`src/rtl/multi_counter_dump.sv`:
```
// multi_counter_dump
// Sole master of the SRAM multi-counter command port. Upstream event
// commands pass straight through while idle. On dump_start every id is
// READ in order, optionally followed by a CLEAR. The {id, count} responses
// are streamed out through a small FIFO with a valid/ready handshake.
module multi_counter_dump #(
    parameter int NUM_IDS    = 256,
    parameter int ID_W       = 8,
    parameter int DATA_W     = 8,
    parameter int FIFO_DEPTH = 4
) (
    input  logic              clk,
    input  logic              rst,
    input  logic              evt_valid,
    output logic              evt_ready,
    input  logic [ID_W-1:0]   evt_id,
    input  logic [2:0]        evt_cmd,
    input  logic [DATA_W-1:0] evt_data,
    input  logic              dump_start,
    input  logic              dump_clear,
    output logic              busy,
    output logic              done,
    output logic              err,
    output logic              cnt_valid,
    output logic [ID_W-1:0]   cnt_id,
    output logic [2:0]        cnt_cmd,
    output logic [DATA_W-1:0] cnt_data,
    input  logic              cnt_rvalid,
    input  logic [DATA_W-1:0] cnt_rdata,
    output logic              dump_valid,
    input  logic              dump_ready,
    output logic [ID_W-1:0]   dump_id,
    output logic [DATA_W-1:0] dump_data
);

    localparam int PTR_W = $clog2(FIFO_DEPTH);
    localparam int CNT_W = PTR_W + 1;

    localparam logic [2:0] CMD_LOAD  = 3'b000;
    localparam logic [2:0] CMD_CLEAR = 3'b001;
    localparam logic [2:0] CMD_READ  = 3'b100;

    // The sweep index is one bit wider than an id so a full 2**ID_W sweep
    // can step past the last id without wrapping back to zero.
    localparam logic [ID_W:0]  LAST_IDX = (ID_W + 1)'(NUM_IDS - 1);
    localparam logic [ID_W:0]  IDX_ONE  = (ID_W + 1)'(1);
    localparam logic [PTR_W-1:0] PTR_ONE = PTR_W'(1);
    localparam logic [CNT_W-1:0] CNT_ONE = CNT_W'(1);
    localparam logic [CNT_W:0]   DEPTH   = (CNT_W + 1)'(FIFO_DEPTH);

    typedef enum logic [1:0] {
        S_IDLE,
        S_RD,
        S_CLR,
        S_DRAIN
    } state_t;

    state_t state;
    state_t state_next;

    logic [ID_W:0]      idx;
    logic               clear_mode;
    logic               outstanding;
    logic [ID_W-1:0]    rsp_id;
    logic               last_rsp;

    logic [ID_W-1:0]    fifo_id   [FIFO_DEPTH];
    logic [DATA_W-1:0]  fifo_data [FIFO_DEPTH];
    logic [PTR_W-1:0]   wr_ptr;
    logic [PTR_W-1:0]   rd_ptr;
    logic [CNT_W-1:0]   fifo_count;

    logic               evt_accept;
    logic               space_ok;
    logic               read_issue;
    logic               clear_issue;
    logic               idx_last;
    logic               push;
    logic               pop;
    logic [CNT_W:0]     occupancy;

    // Idle gives the sweep request priority over an upstream event.
    assign evt_accept  = (state == S_IDLE) && evt_valid && !dump_start && !rst;

    // A READ is only issued when its response is guaranteed a FIFO slot,
    // counting the one that may still be in flight.
    assign occupancy   = {1'b0, fifo_count} + {{CNT_W{1'b0}}, outstanding};
    assign space_ok    = occupancy < DEPTH;
    assign read_issue  = (state == S_RD) && space_ok && !rst;
    assign clear_issue = (state == S_CLR) && !rst;
    assign idx_last    = (idx == LAST_IDX);

    assign push        = cnt_rvalid && outstanding;
    assign pop         = dump_valid && dump_ready;

    // State register.
    always_ff @(posedge clk) begin
        // NOTE: sequential state uses non-blocking assignments so every
        // register samples pre-edge values regardless of statement order.
        if (rst) begin
            state <= S_IDLE;
        end else begin
            state <= state_next;
        end
    end

    // Next-state selection for the sweep sequencer.
    always_comb begin
        // NOTE: default first so no path through the case leaves the
        // variable unassigned, which would infer a latch.
        state_next = state;
        case (state)
            S_IDLE: begin
                if (dump_start) begin
                    state_next = S_RD;
                end
            end
            S_RD: begin
                if (read_issue) begin
                    if (clear_mode) begin
                        state_next = S_CLR;
                    end else if (idx_last) begin
                        state_next = S_DRAIN;
                    end
                end
            end
            S_CLR: begin
                state_next = idx_last ? S_DRAIN : S_RD;
            end
            S_DRAIN: begin
                if (!outstanding || push) begin
                    state_next = S_IDLE;
                end
            end
            default: state_next = S_IDLE;
        endcase
    end

    // Command port mux and status outputs.
    always_comb begin
        cnt_valid = 1'b0;
        cnt_id    = idx[ID_W-1:0];
        cnt_cmd   = CMD_READ;
        cnt_data  = '0;
        evt_ready = 1'b0;
        busy      = 1'b0;
        case (state)
            S_IDLE: begin
                evt_ready = !dump_start && !rst;
                cnt_valid = evt_accept && !evt_cmd[2];
                cnt_id    = evt_id;
                cnt_cmd   = evt_cmd;
                cnt_data  = evt_data;
            end
            S_RD: begin
                busy      = 1'b1;
                cnt_valid = read_issue;
            end
            S_CLR: begin
                busy      = 1'b1;
                cnt_valid = clear_issue;
                cnt_cmd   = CMD_CLEAR;
            end
            S_DRAIN: begin
                busy      = 1'b1;
            end
            default: begin
                cnt_cmd   = CMD_LOAD;
            end
        endcase
        err  = !rst && ((evt_accept && evt_cmd[2]) || (cnt_rvalid && !outstanding));
        done = !rst && push && last_rsp;
    end

    // Sweep index, clear-mode latch and in-flight READ tracking.
    always_ff @(posedge clk) begin
        if (rst) begin
            idx         <= '0;
            clear_mode  <= 1'b0;
            outstanding <= 1'b0;
            rsp_id      <= '0;
            last_rsp    <= 1'b0;
        end else begin
            if (state == S_IDLE && dump_start) begin
                idx        <= '0;
                clear_mode <= dump_clear;
            end
            if (read_issue) begin
                outstanding <= 1'b1;
                rsp_id      <= idx[ID_W-1:0];
                last_rsp    <= idx_last;
                if (!clear_mode) begin
                    idx <= idx + IDX_ONE;
                end
            end else if (push) begin
                outstanding <= 1'b0;
                last_rsp    <= 1'b0;
            end
            if (clear_issue) begin
                idx <= idx + IDX_ONE;
            end
        end
    end

    // FIFO storage: written on push only.
    always_ff @(posedge clk) begin
        // NOTE: the storage array has no reset; the reset pointers and count
        // already mark every entry invalid, so clearing it buys nothing.
        if (push) begin
            fifo_id[wr_ptr]   <= rsp_id;
            fifo_data[wr_ptr] <= cnt_rdata;
        end
    end

    // FIFO pointers and occupancy; pointers wrap naturally at the depth.
    always_ff @(posedge clk) begin
        if (rst) begin
            wr_ptr     <= '0;
            rd_ptr     <= '0;
            fifo_count <= '0;
        end else begin
            if (push) begin
                wr_ptr <= wr_ptr + PTR_ONE;
            end
            if (pop) begin
                rd_ptr <= rd_ptr + PTR_ONE;
            end
            case ({push, pop})
                2'b10:   fifo_count <= fifo_count + CNT_ONE;
                2'b01:   fifo_count <= fifo_count - CNT_ONE;
                default: fifo_count <= fifo_count;
            endcase
        end
    end

    assign dump_valid = (fifo_count != '0);
    assign dump_id    = fifo_id[rd_ptr];
    assign dump_data  = fifo_data[rd_ptr];

endmodule

```
`config.mk`:
```
export PLATFORM = sky130hd
export DESIGN_NAME = multi_counter_dump
export DESIGN_NICKNAME = d
export VERILOG_FILES = /design/src/rtl/multi_counter_dump.sv
export SDC_FILE = /design/constraint.sdc
export NUM_CORES = 1
export LEC_CHECK = 0
export CAP_MARGIN = 20
export CORE_MARGIN = 2
export CORE_UTILIZATION = 25
export CTS_BUF_LIST = sky130_fd_sc_hd__clkbuf_16
export DETAILED_ROUTE_END_ITERATION = 8
export PLACE_DENSITY = 0.52
export SLEW_MARGIN = 20
export SYNTH_ARGS = -nofsm -noshare
export SYNTH_HDL_FRONTEND = slang
export SYNTH_SLANG_ARGS = --single-unit
export TNS_END_PERCENT = 1
```
`constraint.sdc`:
```
create_clock -name clk -period 2.7 [get_ports clk]
set_clock_uncertainty 0.05 [all_clocks]
set_input_delay 0.405 -clock clk [delete_from_list [all_inputs] [get_ports clk]]
set_output_delay 0.405 -clock clk [all_outputs]
set_load 0.03 [all_outputs]
```
==> reports/metrics.cfg, run 1 <==
[timing]
max_freq_mhz=396
finalMaxSlewViolations=0
slew_headroom=0.673
finalCritPeriodShare=0.936
min_period_ns=2.53
tightest_slew_ns=0.490
grt_setup_unrepaired=no
setup_tns_ns=0
setup_viol=0
finalHoldViolations=0

[detailed_routing]
vias=2518
wire_per_inst_um=13.8
via_per_inst=4.25
drc_errors=0
ant_nets=0
wirelength_um=8200
dr.pass1.iters=4
drt_iter0_drc=118

[placement]
dp_hpwl_um=5640
gp_congestion=0.731
port_buffers=74
dpl_cell_area_um2=4990

[cells_and_area]
areaGrowthSynthToFinish_pct=33.3
insertedDiodeCount=0
drive_gt1_frac=0.196
postLayoutCellArea_um2=5320
nNetsFinal=414
n_fill_cell=1532
utilization=0.339
most-common-layout-cells=64 x edfxtp_1, 61 x clkdlybuf4s50_1, 33 x nand2_1
final_common_cell=edfxtp_1

[critical_path]
crit_arrival_ns=2.07
cp-start-kind=register
cp_max_fo=21
worstPathRequired_ns=2.25
path_class=register to output pin
r2r_cells=7
crit_path_end_kind=output pin

[cts]
clkLatencyLatePin_ns=0.33
cts_setup_buffers=0
cts_tree=built
cts-root-buf=clkbuf_16
cts-buffers-inserted=9
hold_buffers=0
h-tree-depth=3
clkSinkCount=95
clockBufferDepth=2
cts_resized=0
path_clk_slew_ns=0.07

[run]
cap_violations=0

[synth]
synth.distinct_cells=47
synth_area_per_cell_um2=13.9
synth_area_leaders=edfxtp_1 48%, dfxtp_1 16%, mux4_2 9.0%
ys.flop_type=edfxtp_1
syn_inst=288
yosysTopAreaCell=edfxtp_1
syn-num-nets=330
yosys_warnings=0
yosysSeqAreaShare=0.637
synth_top_area_share=0.482
synth-seq-cells=95
synth_area_um2=3990
synth_edf_count=64
async_reset_ff_frac=0

[global_routing]
grt_pass1_wl_um=13200
track_usage=0.103
grt_pass1_vias=2555
antenna_found_initial=0
grt_max_degree=24
gr-total-overflow=0

[floorplan]
coreArea_um2=15700
fp.dieW_um=130
floorplan.rows=46
die_area_um2=17000
die_h_um=130
start_util=0.254
io_pins=75

[hold_path]
min_delay_path_depth=2
hold_path_class=register to register

[power]
power_density_nw_per_um2=694
p_leak_nw=1.79
vdd_drop_max_uv=349

[status]
status=complete, no violations

## registers in the layout, indices dropped and copies added, names as in the netlist, named ones only
| register | count |
|---|---|
| wr_ptr | 2 |
| fifo_count | 3 |
| clear_mode | 1 |
| outstanding | 1 |
| state | 2 |
| fifo_data | 32 |
| rd_ptr | 2 |
| last_rsp | 1 |
| rsp_id | 8 |
| fifo_id | 32 |
| idx | 9 |
## synthesized netlist by cell type, drive strengths merged (3+ instances only)
library cell / number
buf: 7
ha: 7
o21ai: 6
nand3: 9
mux4: 16
a21oi: 21
mux2: 7
nor2: 16
clkbuf: 7
xor2: 5
edfxtp: 64
dfxtp: 31
inv: 11
nand2: 33
and3: 6
or2: 3
and2: 9
## power breakdown
group / switching, mW / leakage (nW) / internal, mW / total [mW]
combinational: 0.375 / 0.797 / 0.335 / 0.710
clock: 0.545 / 0.157 / 0.823 / 1.37
sequential: 0.0360 / 0.837 / 1.58 / 1.62
## worst max-delay path: stages, from the launching register on
cell	delay (ns)
dfxtp_1	0.41
nor2_1	0.14
buf_4	0.24
mux2_2	0.36
clkdlybuf4s50_1	0.60
## through the flow
step,setup WS (ns),cells,hold slack [ns],total power [mW]
floorplan,0.0631,288,0.393,2.09
global placement,0.340,577,0.403,2.36
detailed placement,0.273,577,0.411,2.37
CTS,0.119,593,0.421,3.76
global route,0.0338,593,0.451,3.86
finish,0.172,593,0.422,3.69
## worst paths after layout
check / slack (ns) / endpoint / from
min reg2reg: 0.42 / last_rsp / last_rsp
min: 0.42 / last_rsp / last_rsp
max reg2reg: 0.64 / fifo_count[2] / fifo_count[2]
max: 0.17 / cnt_id[6] / state[1]
## cells by family after synthesis
family	after synthesis	synth area share
AND/OR/NAND/NOR	91	0.118
flip-flops	95	0.637
multiplexers	24	0.113
AO/OA/AOI/OAI	38	0.0608
adder cells (fa/ha/maj)	8	0.0270
XOR/XNOR	7	0.0154
buffers and inverters	25	0.0289
## cell type report
| type | instances | area, um^2 | share of cell area |
|---|---|---|---|
| Clock buffer | 9 | 225 | 0.0423 |
| Tap cell | 216 | 270 | 0.0508 |
| Inverter | 11 | 41.3 | 0.00776 |
| Sequential cell | 95 | 2540 | 0.478 |
| Timing Repair Buffer | 87 | 806 | 0.151 |
| Multi-Input combinational cell | 168 | 1330 | 0.250 |
| Clock inverter | 7 | 103 | 0.0193 |
## layer usage
metal / track usage / part of all wire / vias to the layer above
met5: 0 / 0 / -
met4: 0.0319 / 0.0056 / 0
met3: 0.0336 / 0.056 / 2
met2: 0.175 / 0.50 / 79
met1: 0.124 / 0.44 / 1206
li1: - / - / 1231
(Power assumes the default switching activity.)
==> inputs of run 2 (changes only) <==
Settings changed: CORE_MARGIN 2 to 4.
==> run 2 against run 1 <==
Net effect: routed wire length up 0.82%; hold slack better by 0.0049 ns; clock power is essentially flat; fmax up 3.0%; critical path depth is 1 lower; critical path type unchanged; largest cell class unchanged.
==> reports/metrics.cfg, run 2 (synthesis gave the netlist of run 1 again) <==
[critical_path]
crit_path_end_kind=output pin  ; unchanged
crit_chain=buf_4, mux4_2, clkdlybuf4s50_1  ; was nor2_1, buf_4, mux2_2, clkdlybuf4s50_1
critPathBufInv=2  ; unchanged
slowest_stage=clkdlybuf4s50_1  ; unchanged
crit_arrival_ns=2.00  ; was 2.07 ns
r2r_cells=7  ; unchanged
path_class=register to output pin  ; unchanged
crit_family=buffers and inverters  ; unchanged
worstPathRequired_ns=2.25  ; about the same
cp-start-kind=register  ; unchanged
crit_path_max_incr_delay_ns=0.61  ; was 0.60 ns
cp_max_fo=9  ; was 21
path_depth=3  ; was 4

[cts]
cts_tree=built  ; unchanged
cts-buffers-inserted=9  ; unchanged
clockBufferDepth=2  ; unchanged
clkLatencyLatePin_ns=0.33  ; about the same
h-tree-depth=3  ; unchanged
path_clk_slew_ns=0.07  ; about the same
clkSinkCount=95  ; unchanged
cts-root-buf=clkbuf_16  ; unchanged
cts_setup_buffers=0  ; unchanged

[floorplan]
die_h_um=134  ; was 130 um
fp.dieW_um=134  ; was 130 um
die_area_um2=18000  ; was 17000 um^2
io_pins=75  ; unchanged
floorplan.rows=45  ; was 46
start_util=0.259  ; was 0.254
coreArea_um2=15400  ; was 15700 um^2

[cells_and_area]
final_common_cell=edfxtp_1  ; unchanged
areaGrowthSynthToFinish_pct=33.6  ; was 33.3%
drive_gt1_frac=0.199  ; was 0.196
nNetsFinal=414  ; unchanged
top_regs=fifo_data x32, fifo_id x32, idx x9  ; unchanged
most-common-layout-cells=64 x edfxtp_1, 54 x clkdlybuf4s50_1, 33 x nand2_1  ; was 64 x edfxtp_1, 61 x clkdlybuf4s50_1, 33 x nand2_1
utilization=0.345  ; was 0.339
insertedDiodeCount=0  ; unchanged

[global_routing]
grt_pass1_vias=2723  ; was 2555
grt_max_degree=22  ; was 24
grt_pass1_wl_um=14000  ; was 13200 um
antenna_found_initial=0  ; unchanged
gr-total-overflow=0  ; unchanged
track_usage=0.0975  ; was 0.103

[detailed_routing]
via_per_inst=4.34  ; was 4.25
drc_errors=0  ; unchanged
dr.pass1.iters=4  ; unchanged
ant_nets=0  ; unchanged
vias=2549  ; was 2518
wirelength_um=8270  ; was 8200 um
drt_iter0_drc=101  ; was 118
wire_per_inst_um=14.1  ; was 13.8 um

[timing]
finalCritPeriodShare=0.909  ; was 0.936
slew_headroom=0.680  ; was 0.673
grt_setup_unrepaired=no  ; unchanged
finalMaxSlewViolations=0  ; unchanged
finalHoldViolations=0  ; unchanged
min_period_ns=2.46  ; was 2.53 ns
tightest_slew_ns=0.479  ; was 0.490 ns
setup_viol=0  ; unchanged
max_freq_mhz=407  ; was 396 MHz
setup_tns_ns=0  ; unchanged

[hold_path]
hold_path_class=register to register  ; unchanged
min_delay_path_depth=2  ; unchanged

[power]
p_leak_nw=1.88  ; was 1.79 nW
power_density_nw_per_um2=687  ; was 694 nW/um^2
vdd_drop_max_uv=268  ; was 349 uV

[placement]
dp_hpwl_um=5830  ; was 5640 um
port_buffers=74  ; unchanged
gp_congestion=0.755  ; was 0.731

[run]
cap_violations=0  ; unchanged

[status]
status=complete, no violations  ; unchanged

## run 2: cell count changes in the layout (fill, tap and decap cells not counted), sizes merged
cell / before / now
clkdlybuf4s50: 61 / 54
dlymetal6s2s: 0 / 7
clkinv: 1 / 2
inv: 14 / 13
## run 2: what timing repair did
action / CTS / global route
endpoints found under the setup margin: 0 / 8
hold buffers: 0 / 0
gates resized for setup: 0 / 8
## run 2: worst paths after layout
path	start	endpoint	slack (ns)
setup / recovery	register	dump_data[7]	0.24
hold / removal	last_rsp	last_rsp	0.43
setup reg to reg	fifo_count[2]	fifo_count[2]	0.64
hold reg to reg	last_rsp	last_rsp	0.43
## run 2: tightest hold or removal path, cell delays in order, from the launching register on
cell and delay (ns):
dfxtp_1 0.31, nand3_1 0.06, a21oi_1 0.06
## run 2: layout make-up
type | instances | area [um^2]
tap | 211 | 264
fill | 1528 | 10100
clock buffer | 9 | 225
timing repair buffer | 87 | 823
clock inverter | 7 | 95.1
inverter | 11 | 41.3
multi-input combinational | 168 | 1340
sequential | 95 | 2540
## run 2: routing by layer
layer  share of wire  GRT usage  vias to the layer above
li1                -          -                     1237
met1            0.45      0.124                     1226
met2            0.47      0.157                       80
met3           0.066     0.0356                        6
met4          0.0094     0.0271                        0
met5               0          0                        -
## run 2: report_power, final
part / leakage [nW] / internal [mW] / switching (mW)
Sequential: 0.837 / 1.58 / 0.0354
Combinational: 0.883 / 0.333 / 0.373
Clock: 0.156 / 0.814 / 0.523
## run 2: per-stage QoR
step | hold WS, ns | total power [mW] | setup WS, ns | instances | area (um^2)
6_report | 0.427 | 3.66 | 0.245 | 588 | 5330
5_1_grt | 0.456 | 3.83 | 0.0676 | 588 | 5330
4_1_cts | 0.427 | 3.72 | 0.130 | 588 | 5310
3_5_place_dp | 0.418 | 2.37 | 0.270 | 572 | 4990
3_3_place_gp | 0.403 | 2.37 | 0.338 | 572 | 4990
2_1_floorplan | 0.393 | 2.09 | 0.0631 | 288 | 3990
==> inputs of run 3 (changes only) <==
Settings changed: CTS_BUF_LIST sky130_fd_sc_hd__clkbuf_16 to sky130_fd_sc_hd__clkbuf_4.
==> run 3 against run 2 <==
Net effect: first-iteration DRC count decreased by 15%; setup slack lost 0.093 ns; sequential cell count unchanged; highest routed layer unchanged; final cell count is the same; die area stayed put; global-route usage down 0.077 points; sequential power barely moved; routed wire length fell by 0.82%; utilization is 0.97 points lower; count of clock-buffer cells in the layout stayed put.
==> reports/metrics.cfg, run 3 (synthesis gave the netlist of run 1 again) <==
[cts]
cts-root-buf=clkbuf_4  ; was clkbuf_16
clkSinkCount=95  ; unchanged
h-tree-depth=3  ; unchanged
path_clk_slew_ns=0.14  ; was 0.07 ns
cts_tree=built  ; unchanged
hold_buffers=0  ; unchanged
clkLatencyLatePin_ns=0.42  ; was 0.33 ns
cts-buffers-inserted=9  ; unchanged
clockBufferDepth=2  ; unchanged

[critical_path]
cp_max_fo=9  ; unchanged
crit_arrival_ns=2.09  ; was 2.00 ns
crit_chain=buf_4, mux4_2, clkdlybuf4s50_1  ; unchanged
r2r-start=fifo_count[2]  ; unchanged
path_class=register to output pin  ; unchanged
rr_endpoint=fifo_count[2]  ; unchanged
r2r_cells=7  ; unchanged
reg2reg_slack_ns=0.63  ; was 0.64 ns
cp-start-kind=register  ; unchanged
slowest_stage=clkdlybuf4s50_1  ; unchanged
crit_path_max_incr_delay_ns=0.61  ; about the same
crit_path_end_kind=output pin  ; unchanged
worstPathRequired_ns=2.25  ; about the same

[detailed_routing]
vias=2528  ; was 2549
wire_per_inst_um=13.9  ; was 14.1 um
via_per_inst=4.30  ; was 4.34
dr.pass1.iters=4  ; unchanged
wirelength_um=8200  ; was 8270 um
ant_nets=0  ; unchanged
drt_iter0_drc=86  ; was 101
drc_errors=0  ; unchanged

[power]
power_frac_clock=0.267  ; was 0.365
power_density_nw_per_um2=610  ; was 687 nW/um^2
seq_power_share=0.512  ; was 0.442
p_leak_nw=1.83  ; was 1.88 nW
p_total_mw=3.16  ; was 3.66 mW
sw_frac_of_total=0.275  ; was 0.254
p_sw_mw=0.870  ; was 0.931 mW
vdd_drop_max_uv=195  ; was 268 uV
p_comb_frac=0.222  ; was 0.193
internal_power_mw=2.29  ; was 2.73 mW

[hold_path]
min_delay_path_depth=2  ; unchanged
min_to=last_rsp  ; unchanged
hold_path_class=register to register  ; unchanged
min_from=last_rsp  ; unchanged

[cells_and_area]
top_regs=fifo_data x32, fifo_id x32, idx x9  ; unchanged
nNetsFinal=414  ; unchanged
final_common_cell=edfxtp_1  ; unchanged
drive_gt1_frac=0.207  ; was 0.199
postLayoutCellArea_um2=5180  ; was 5330 um^2
n_fill_cell=1543  ; was 1528
most-common-layout-cells=64 x edfxtp_1, 48 x clkdlybuf4s50_1, 33 x nand2_1  ; was 64 x edfxtp_1, 54 x clkdlybuf4s50_1, 33 x nand2_1
areaGrowthSynthToFinish_pct=29.8  ; was 33.6%
utilization=0.336  ; was 0.345
insertedDiodeCount=0  ; unchanged

[timing]
grt_setup_unrepaired=no  ; unchanged
setup_viol=0  ; unchanged
max_freq_mhz=392  ; was 407 MHz
tightest_slew_ns=0.494  ; was 0.479 ns
min_period_ns=2.55  ; was 2.46 ns
finalHoldViolations=0  ; unchanged
setup_ws_ns=0.152  ; was 0.245 ns
finalMaxSlewViolations=0  ; unchanged
slew_headroom=0.670  ; was 0.680
finalCritPeriodShare=0.944  ; was 0.909
setup_tns_ns=0  ; unchanged

[placement]
dp_hpwl_um=5830  ; unchanged
place_ws_ns=0.270  ; unchanged
gp_congestion=0.755  ; unchanged
port_buffers=74  ; unchanged
dpl_cell_area_um2=4990  ; unchanged

[floorplan]
coreArea_um2=15400  ; unchanged
die_area_um2=18000  ; unchanged
io_pins=75  ; unchanged
floorplan.rows=45  ; unchanged
start_util=0.259  ; unchanged
die_h_um=134  ; unchanged
fp.dieW_um=134  ; unchanged

[status]
status=complete, no violations  ; unchanged

[global_routing]
grt_max_degree=22  ; unchanged
grt_pass1_vias=2711  ; was 2723
grt_pass1_wl_um=13900  ; was 14000 um
antenna_found_initial=0  ; unchanged
track_usage=0.0967  ; was 0.0975
gr-total-overflow=0  ; unchanged

[run]
cap_violations=0  ; unchanged

## run 3: changes by cell type in the layout (fill, tap and decap cells not counted)
cell             change
dlymetal6s2s_1       +3
clkdlybuf4s50_1      -6
clkbuf_4             +9
dlygate4sd2_1        +3
dfxtp_2              +3
dfxtp_1              -3
clkbuf_16            -9
## run 3: layer usage
metal	wire length (um)	GRT usage
met1	3750	0.124
met2	3870	0.154
met3	533	0.0379
met4	53	0.0226
met5	0	0
## run 3: per-stage QoR
step                      hold slack [ns]  std cells
after detailed placement            0.418        572
after global placement              0.403        572
final                               0.437        588
after floorplan                     0.393        288
after CTS                           0.437        588
after global routing                0.466        588
## run 3: cell type report
| cell class | count | area [um^2] | share of cell area |
|---|---|---|---|
| Multi-Input combinational cell | 168 | 1340 | 0.258 |
| Timing Repair Buffer | 87 | 827 | 0.160 |
| Clock inverter | 7 | 95.1 | 0.0184 |
| Tap cell | 211 | 264 | 0.0510 |
| Inverter | 11 | 41.3 | 0.00797 |
| Sequential cell | 95 | 2550 | 0.492 |
| Clock buffer | 9 | 67.6 | 0.0130 |
## run 3: worst max-delay path by stage
stage / start / endpoint / slack [ns]
6_report: register / dump_data[3] / 0.15
4_1_cts: state[1] / cnt_id[3] / 0.001
5_1_grt: state[1] / cnt_data[7] / 0.004
3_3_place_gp: dump_ready / fifo_count[2] / 0.34
2_1_floorplan: state[0] / err / 0.06
3_5_place_dp: dump_ready / fifo_count[2] / 0.27
## run 3: what timing repair did
| action | in CTS | in global routing |
|---|---|---|
| endpoints found under the setup margin | 3 | 22 |
| hold endpoints to repair | 0 | 0 |
| pin swaps | 0 | 0 |
| resized for setup | 3 | 14 |
| buffers inserted | 0 | 0 |
## run 3: worst max-delay path: cells and delay by family (launching register included)
| kind | cells | cell delay [ns] |
|---|---|---|
| buffers and inverters | 2 | 0.83 |
| flip-flops | 1 | 0.33 |
| multiplexers | 1 | 0.52 |
## run 3: power groups by stage
| stage | logic [mW] | registers [mW] | clock network (mW) |
|---|---|---|---|
| 2_1_floorplan | 0.460 | 1.63 | 0 |
| 3_3_place_gp | 0.718 | 1.65 | 0 |
| 3_5_place_dp | 0.721 | 1.65 | 0 |
| 4_1_cts | 0.722 | 1.62 | 0.876 |
| 5_1_grt | 0.764 | 1.62 | 0.947 |
| 6_report | 0.700 | 1.62 | 0.842 |
